### config.mk
export PLATFORM = sky130hd
export DESIGN_NAME = sprite_attr_commit
export DESIGN_NICKNAME = d
export VERILOG_FILES = /design/src/rtl/sprite_pkg.sv /design/src/rtl/sprite_shadow_table.sv /design/src/rtl/sprite_attr_commit.sv
export SDC_FILE = /design/constraint.sdc
export NUM_CORES = 1
export LEC_CHECK = 0
export ABC_AREA = 1
export BUFFER_PORTS_ARGS = -buffer_cell sky130_fd_sc_hd__buf_2
export CAP_MARGIN = 20
export CORE_ASPECT_RATIO = 1.75
export CORE_MARGIN = 5
export CORE_UTILIZATION = 45
export DETAILED_ROUTE_END_ITERATION = 12
export GPL_TIMING_DRIVEN = 0
export PLACE_DENSITY_LB_ADDON = 0.12
export REMOVE_ABC_BUFFERS = 1
export SETUP_SLACK_MARGIN = 0.15
export SYNTH_ARGS = -nofsm -noshare
export SYNTH_HDL_FRONTEND = slang
export SYNTH_SLANG_ARGS = --single-unit
### constraint.sdc
create_clock -name clk -period 8.5 [get_ports clk]
set_input_delay 2.55 -clock clk [delete_from_list [all_inputs] [get_ports clk]]
set_output_delay 2.55 -clock clk [all_outputs]
set_load 0.01 [all_outputs]
### src/rtl/sprite_pkg.sv
// Shared types for the sprite attribute commit path.
// Attribute word layout, table geometry and commit FSM states.
package sprite_pkg;

    localparam int NUM_SPRITE  = 32;
    localparam int VBLANK_LINE = 480;

    typedef struct packed {
        logic       enable;
        logic       flip;
        logic [2:0] rsvd;
        logic [8:0] row;
        logic [9:0] col;
        logic [7:0] frame_id;
    } sprite_attr_t;

    typedef enum logic [1:0] {
        ST_IDLE,
        ST_ARMED,
        ST_COPY
    } commit_state_t;

endpackage

### src/rtl/sprite_shadow_table.sv
// Shadow sprite attribute table with per-entry dirty bits.
// CPU write port, one indexed read port, clear-dirty strobe.
module sprite_shadow_table
    import sprite_pkg::sprite_attr_t;
#(
    parameter int NUM_SPRITE = 32,
    parameter int IW         = $clog2(NUM_SPRITE)
) (
    input  logic         clk,
    input  logic         reset,
    input  logic         wr_en,
    input  logic [IW-1:0] wr_idx,
    input  sprite_attr_t wr_data,
    input  logic [IW-1:0] rd_idx,
    output sprite_attr_t rd_data,
    output logic         rd_dirty,
    input  logic         clr_dirty
);

    sprite_attr_t            mem [NUM_SPRITE];
    logic [NUM_SPRITE-1:0]   dirty;

    assign rd_data  = mem[rd_idx];
    assign rd_dirty = dirty[rd_idx];

    always_ff @(posedge clk) begin
        if (reset) begin
            for (int i = 0; i < NUM_SPRITE; i++) begin
                mem[i] <= '0;
            end
            dirty <= '0;
        end else begin
            if (clr_dirty) begin
                dirty[rd_idx] <= 1'b0;
            end
            // Later assignment wins: a CPU write keeps the entry dirty.
            if (wr_en) begin
                mem[wr_idx]   <= wr_data;
                dirty[wr_idx] <= 1'b1;
            end
        end
    end

endmodule

### src/rtl/sprite_attr_commit.sv
// Commits dirty shadow sprite attributes to the engine RAM
// at the start of vertical blanking.
module sprite_attr_commit
    import sprite_pkg::sprite_attr_t;
    import sprite_pkg::commit_state_t;
    import sprite_pkg::ST_IDLE;
    import sprite_pkg::ST_ARMED;
    import sprite_pkg::ST_COPY;
#(
    parameter int   NUM_SPRITE  = sprite_pkg::NUM_SPRITE,
    parameter int   VBLANK_LINE = sprite_pkg::VBLANK_LINE,
    localparam int  IW          = $clog2(NUM_SPRITE)
) (
    input  logic          clk,
    input  logic          reset,
    input  logic [9:0]    vcount,
    input  logic          cpu_wr_en,
    input  logic [IW-1:0] cpu_wr_idx,
    input  logic [31:0]   cpu_wr_data,
    input  logic          commit,
    output logic          spr_wr_en,
    output logic [IW-1:0] spr_wr_idx,
    output logic [31:0]   spr_wr_data,
    output logic          commit_pending,
    output logic          busy,
    output logic          commit_done
);

    commit_state_t state;
    logic [IW-1:0] ptr;
    logic          rearm;
    logic [9:0]    prev_vcount;
    logic          vblank_start;
    logic          last;
    sprite_attr_t  rd_data;
    logic          rd_dirty;
    logic          clr_dirty;

    assign vblank_start = (vcount == 10'(VBLANK_LINE))
                       && (prev_vcount != 10'(VBLANK_LINE));
    assign last      = (ptr == IW'(NUM_SPRITE - 1));
    assign clr_dirty = (state == ST_COPY) && rd_dirty;

    sprite_shadow_table #(
        .NUM_SPRITE (NUM_SPRITE),
        .IW         (IW)
    ) u_table (
        .clk       (clk),
        .reset     (reset),
        .wr_en     (cpu_wr_en),
        .wr_idx    (cpu_wr_idx),
        .wr_data   (cpu_wr_data),
        .rd_idx    (ptr),
        .rd_data   (rd_data),
        .rd_dirty  (rd_dirty),
        .clr_dirty (clr_dirty)
    );

    always_ff @(posedge clk) begin
        if (reset) begin
            state          <= ST_IDLE;
            ptr            <= '0;
            rearm          <= 1'b0;
            prev_vcount    <= '0;
            spr_wr_en      <= 1'b0;
            spr_wr_idx     <= '0;
            spr_wr_data    <= '0;
            commit_pending <= 1'b0;
            busy           <= 1'b0;
            commit_done    <= 1'b0;
        end else begin
            prev_vcount <= vcount;
            spr_wr_en   <= 1'b0;
            commit_done <= 1'b0;
            unique case (state)
                ST_IDLE: begin
                    busy <= 1'b0;
                    if (commit && vblank_start) begin
                        state <= ST_COPY;
                        ptr   <= '0;
                        busy  <= 1'b1;
                    end else if (commit) begin
                        state          <= ST_ARMED;
                        commit_pending <= 1'b1;
                    end
                end
                ST_ARMED: begin
                    busy <= 1'b0;
                    if (vblank_start) begin
                        state          <= ST_COPY;
                        ptr            <= '0;
                        commit_pending <= 1'b0;
                        busy           <= 1'b1;
                    end
                end
                ST_COPY: begin
                    if (rd_dirty) begin
                        spr_wr_en   <= 1'b1;
                        spr_wr_idx  <= ptr;
                        spr_wr_data <= rd_data;
                    end
                    ptr <= ptr + IW'(1);
                    if (commit) begin
                        rearm <= 1'b1;
                    end
                    // busy stays up through the done cycle.
                    if (last) begin
                        commit_done <= 1'b1;
                        ptr         <= '0;
                        rearm       <= 1'b0;
                        if (rearm || commit) begin
                            state          <= ST_ARMED;
                            commit_pending <= 1'b1;
                        end else begin
                            state <= ST_IDLE;
                        end
                    end
                end
                default: begin
                    state <= ST_IDLE;
                end
            endcase
        end
    end

endmodule

==> impl_metrics.json, run 1 <==
{
  "ys_types": 30,
  "grt_setup_unrepaired": "false",
  "die_x_microns": 264,
  "finalHoldViolCount": 0,
  "synth_edf_count": 1024,
  "numPortBuffers": 91,
  "clk_latency_ps": 740,
  "antenna_found_initial": 3,
  "dr.pass1.iters": 6,
  "cts_buffer_depth": 3,
  "yosys-mux-area-fraction_pct": 0,
  "area_growth_pct": 11.3,
  "cts_num_sinks": 1115,
  "synth-main-ff-cell": "edfxtp_1",
  "min_from": "commit_pending",
  "powerDensity_nw_per_um2": 239,
  "yosys.area_share.simple_pct": 21.7,
  "synthCells": 5100,
  "avgViaCountPerCell": 5.72,
  "cts_setup_buffers": 0,
  "p_leak_nw": 21.6,
  "grt_overflow_total": 0,
  "start_util_pct": 45.1,
  "core_area_sq_um": 112000,
  "grt_pass1_vias": 35200,
  "htreeDepth": 3,
  "async_reset_ff_share_pct": 0,
  "p_clk_share_pct": 36.9,
  "final_common_cell": "nor2_1",
  "post_cts_resized": 0,
  "ant_nets": 0,
  "synthAdderAreaFrac_pct": 0.124,
  "fmaxAchievable_mhz": 169,
  "vias": 37400,
  "rows": 163,
  "end_kind": "flop",
  "cp-startpoint": "reset",
  "path_buf_inv": 3,
  "clock_skew_ps": 33.9,
  "p_sw_mw": 3.79,
  "status": "complete, no violations",
  "synth.top_cell.area_share_pct": 60.7,
  "max_stage_delay_ps": 820,
  "die_area_sq_um": 120000,
  "cp.arrival_ps": 6380,
  "netlist_top_cells_area": "edfxtp_1, nor2_1, o21ai_0, nand2_1, dfxtp_1",
  "crit_family": "buffers and inverters",
  "layout-drive-gt1-share_pct": 13.5,
  "cp-start-kind": "input pin",
  "yosys.area.top_type": "edfxtp_1",
  "synth-compound-area-share_pct": 8.19,
  "ys_seq_elements": 1115,
  "swShare_pct": 28.1,
  "cp.required_ps": 8950,
  "setup_violations": 0,
  "ios": 92,
  "cts.clk_slew.worst_paths_ps": 60,
  "numCtsBuffers": 104,
  "syn_avg_cell_area_sq_um": 9.93,
  "combPwrFrac_pct": 15.7,
  "wire_per_inst_microns": 26.6,
  "regToRegStartpoint": "ptr[0]",
  "synth_warnings": 0,
  "slew_headroom_pct": 20.3,
  "maxCapViolCount": 0,
  "cts-hold-fix-buffers": 0,
  "critPathMostFrequentCell": "nand2_4",
  "wl_mm": 174,
  "crit_slowest_cell": "buf_2",
  "power_frac_seq_pct": 47.4,
  "first_iter_violations": 4190,
  "worstPathCellList": "buf_2 > clkinv_4 > nand2_4 > nor3_4 > nand2_4 > nand2_2 > buf_12",
  "route.detailed.drc": 0,
  "gp_congestion": 0.773,
  "netlist_area_sq_um": 50700,
  "dp_slack_ps": 1840,
  "final_nets": 5014,
  "final_util_pct": 50.2,
  "fp.dieH_microns": 454,
  "grt_max_degree": 213,
  "path_class": "in -> reg",
  "p_int_mw": 9.69,
  "ir_worst_vdd_v": 0.000158,
  "period_needed_ps": 5930,
  "critPathMaxFanout": 52,
  "cts_tree": "yes",
  "grt_pass1_wl_mm": 245,
  "hold_path_class": "reg -> reg",
  "grt.total_usage_pct": 28.1,
  "ys_seq_area_share_pct": 64.3,
  "synth_top_family_by_area": "simple AND/OR/NAND/NOR gates",
  "drv_slew": 0,
  "hold_slack_ps": 466,
  "layout_common_cells": "nor2_1, edfxtp_1, nand2_1, o21ai_0, nor2_2",
  "setup_slack_ps": 2570,
  "finalCritPeriodShare_pct": 69.8,
  "synth_xor_area_share_pct": 0,
  "worstMarginPinSlew_ps": 1200,
  "dp.final_hpwl_mm": 94.4,
  "cts-root-buf": "clkbuf_16"
}
power by group through the flow:
stage,registers [mW],clock network (mW),logic [mW]
2_1_floorplan,6.60,0,1.25
3_5_place_dp,6.50,0,2.09
3_3_place_gp,6.74,0,1.92
4_1_cts,6.38,4.99,2.10
6_report,6.39,4.97,2.12
5_1_grt,6.41,5.22,2.30
registers in the layout (all words and copies together) (netlist names), 2 cells and up:
register	flops
spr_wr_idx	5
prev_vcount	10
ptr	5
u_table.dirty	32
state	2
spr_wr_data	32
u_table.mem	1024
synth_stat cells (2+ instances only):
library cell     n
a21oi_1         13
buf_1            8
buf_2           87
buf_4           15
buf_6           80
clkbuf_1       233
clkinv_1         2
dfxtp_1         91
edfxtp_1      1024
ha_1             5
inv_1          126
inv_2            8
nand2_1        648
nand2_2          2
nand2_4         33
nand3_1         63
nand4_1          4
nor2_1        1620
nor2_2         237
nor3_1           6
nor3_2           9
nor3_4           9
o21ai_0        531
o21ai_1         80
o22ai_1        161
routing by layer:
layer  up-vias  global-route usage, %  part of all wire (%)
met5         -                      0                0.0075
met1     18700                   35.5                    38
met4         2                   10.8                   4.3
li1      16700                      -                     -
met2      1713                   49.2                    50
met3       316                   3.94                   7.5
path summary, 6_finish.rpt:
check	endpoint	slack, ps	depth (start not counted)
worst min register to register	commit_pending	470	2
worst max register to register	spr_wr_data[29]	3480	13
worst min-delay path	commit_pending	470	2
worst max-delay path	u_table.mem[11][1]	2570	7
per-stage QoR:
| stage | cells | instance area (sq um) | setup TNS (ps) | power [mW] |
|---|---|---|---|---|
| 3_5_place_dp | 6334 | 52700 | 0 | 8.59 |
| 3_3_place_gp | 6253 | 50600 | -3004070 | 8.66 |
| 4_1_cts | 6530 | 56300 | 0 | 13.5 |
| 2_1_floorplan | 4677 | 48300 | -606970 | 7.85 |
| 6_report | 6534 | 56400 | 0 | 13.5 |
| 5_1_grt | 6533 | 56400 | 0 | 13.9 |
logic make-up after synthesis:
kind of cell	count (synthesis)
AO/OA/AOI/OAI	787
adder cells (fa/ha/maj)	5
buffers and inverters	561
flip-flops	1115
AND/OR/NAND/NOR	2632
area by class of cell:
class	count	area [sq um]
inverters	138	547
flip-flops and latches	1115	32600
clock buffers	138	3000
well taps	1485	1860
repair buffers	175	2460
clock inverters	58	583
diodes	1	2.50
fillers	10200	56000
multi-input cells	3424	15300
worst register-to-register path, cell delays in order, from the launching register on:
cell     delay, ps
dfxtp_4        870
buf_16         400
inv_16         340
buf_16         380
nand2_1        640
nand3_1        110
nand2_1        100
nand2_1         50
nand2_1         80
nor2_1          50
nand2_2        620
nand2_4        720
nor2_1         440
nor2_1          80
(Power assumes the default switching activity.)
==> run 2, diff against run 1 <==
==> constraint.sdc (replaced) <==
create_clock -name clk -period 4.95 [get_ports clk]
set_input_delay 1.485 -clock clk [delete_from_list [all_inputs] [get_ports clk]]
set_output_delay 1.485 -clock clk [all_outputs]
set_load 0.01 [all_outputs]
==> run 2 against run 1 <==
Effect of this change:
- clock skew is 4.8 ps lower
- total power is 72% higher
- sequential power is 72% higher
==> impl_metrics.json, run 2 (same netlist as run 1, synthesis figures left out) <==
{
  "die_area_sq_um": 120000,
  "powerDensity_nw_per_um2": 410,
  "finalPower_mw": 23.1,
  "swShare_pct": 28.1,
  "first_iter_violations": 4133,
  "dp.final_hpwl_mm": 94.4,
  "r2r_slack_ps": 290,
  "cts.clk_slew.worst_paths_ps": 60,
  "ant_nets": 0,
  "wl_mm": 174,
  "regMostFlops": "u_table.mem",
  "p_int_mw": 16.6,
  "hold_path_class": "reg -> reg",
  "final_common_cell": "nor2_1",
  "final_nets": 5014,
  "layout_common_cells": "nor2_1, edfxtp_1, nand2_1, o21ai_0, nor2_2",
  "clock_skew_ps": 29.1,
  "cts_num_sinks": 1115,
  "cts_tree": "yes",
  "fmaxAchievable_mhz": 214,
  "grt_pass1_wl_mm": 245,
  "rows": 163,
  "drt-met1-wl_mm": 66.0,
  "grt_max_degree": 213,
  "die_x_microns": 264,
  "slew_headroom_pct": 21.7,
  "drv_slew": 0,
  "place_inst": 6334,
  "fp.dieH_microns": 454,
  "ir_worst_vdd_v": 0.000273,
  "numCtsBuffers": 104,
  "cp.arrival_ps": 5260,
  "cp-start-kind": "flop",
  "core_area_sq_um": 112000,
  "period_needed_ps": 4660,
  "cts-hold-fix-buffers": 0,
  "end_kind": "flop",
  "clk_latency_ps": 730,
  "p_leak_nw": 21.6,
  "p_clk_share_pct": 36.8,
  "area_growth_pct": 11.3,
  "worstMarginPinSlew_ps": 1170,
  "grt_pass1_vias": 35200,
  "htreeDepth": 3,
  "grt_overflow_total": 0,
  "layout-drive-gt1-share_pct": 13.5,
  "largest_reg_flops": 1024,
  "met2_length_mm": 87.8,
  "finalHoldViolCount": 0,
  "avgViaCountPerCell": 5.73,
  "grt_setup_unrepaired": "false",
  "finalCritPeriodShare_pct": 94.2,
  "wl_met3_mm": 12.9,
  "ios": 92,
  "setup_violations": 0,
  "dr.pass1.iters": 6,
  "final_util_pct": 50.2,
  "start_util_pct": 45.1,
  "vias": 37400,
  "top_layer": "met5",
  "path_class": "reg -> reg",
  "combPwrFrac_pct": 15.8,
  "antenna_found_initial": 3,
  "cts_buffer_depth": 3,
  "final_cells": 6534,
  "numPortBuffers": 91,
  "maxCapViolCount": 0,
  "cts_setup_buffers": 0,
  "p_sw_mw": 6.50,
  "fillers": 10200,
  "power_frac_seq_pct": 47.4,
  "critPathMaxFanout": 212,
  "cts-root-buf": "clkbuf_16",
  "grt.total_usage_pct": 28.1,
  "wire_per_inst_microns": 26.6,
  "route.detailed.drc": 0,
  "top_regs": "u_table.mem: 1024 flops, spr_wr_data: 32 flops, u_table.dirty: 32 flops",
  "cp.required_ps": 5550,
  "gp_congestion": 0.773,
  "status": "complete, no violations"
}
==> run 2: cell count changes in the layout (fill, tap and decap cells not counted) <==
cell,previous run,this run
nand2_2,26,25
buf_2,91,90
buf_4,0,1
nand2_8,0,1
==> run 2: path summary, 6_finish.rpt <==
check	start	end	cells past startpoint
worst max register to register	ptr[0]	spr_wr_data[6]	12
worst max-delay path	ptr[0]	spr_wr_data[6]	12
worst min-delay path	commit_pending	commit_pending	2
worst min register to register	commit_pending	commit_pending	2
==> run 2: power by group through the flow <==
stage | Clock [mW] | Sequential, mW | Combinational [mW]
after floorplan | 0 | 11.3 | 2.15
after global routing | 8.97 | 11.0 | 3.95
after detailed placement | 0 | 11.2 | 3.59
after global placement | 0 | 11.4 | 2.39
final | 8.52 | 11.0 | 3.65
after CTS | 8.58 | 11.0 | 3.61
==> run 2: timing repair <==
item | in CTS | in global routing
pin swaps | 0 | 0
resized for setup | 2 | 1
endpoints found under the setup margin | 22 | 32
==> run 2: critical path: stages, from the launching register on <==
cell and delay, ps:
dfxtp_4 870, buf_16 360, inv_16 220, buf_16 340, buf_16 350, o21ai_0 360, o22ai_1 110, nand2_1 70
nand2_1 100, nor2_1 590, nand2_1 350, nor2_1 160, nor2_1 60
==> run 2: per-stage QoR <==
stage	hold WS (ps)	worst slack, ps	instance area (sq um)	TNS (ps)
4_1_cts	469	272	56300	0
6_report	466	287	56400	0
5_1_grt	492	166	56400	0
2_1_floorplan	481	-12120	48300	-890970
3_5_place_dp	456	-645	52700	-351350
3_3_place_gp	448	-37320	50600	-6662490
==> run 2: area by class of cell <==
cell class                      instances  area, sq um  share of cell area [%]
Clock inverter                         58          583                    1.03
Clock buffer                          138         3000                    5.32
Multi-Input combinational cell       3424        15400                    27.2
Tap cell                             1485         1860                    3.29
Inverter                              138          547                   0.970
Antenna cell                            1         2.50                 0.00444
Timing Repair Buffer                  175         2460                    4.37
Sequential cell                      1115        32600                    57.8
==> run 2: layer usage <==
metal	global-route usage [%]	vias up
li1	-	16700
met1	35.5	18700
met2	49.2	1667
met3	3.95	331
met4	10.8	2
met5	0	-
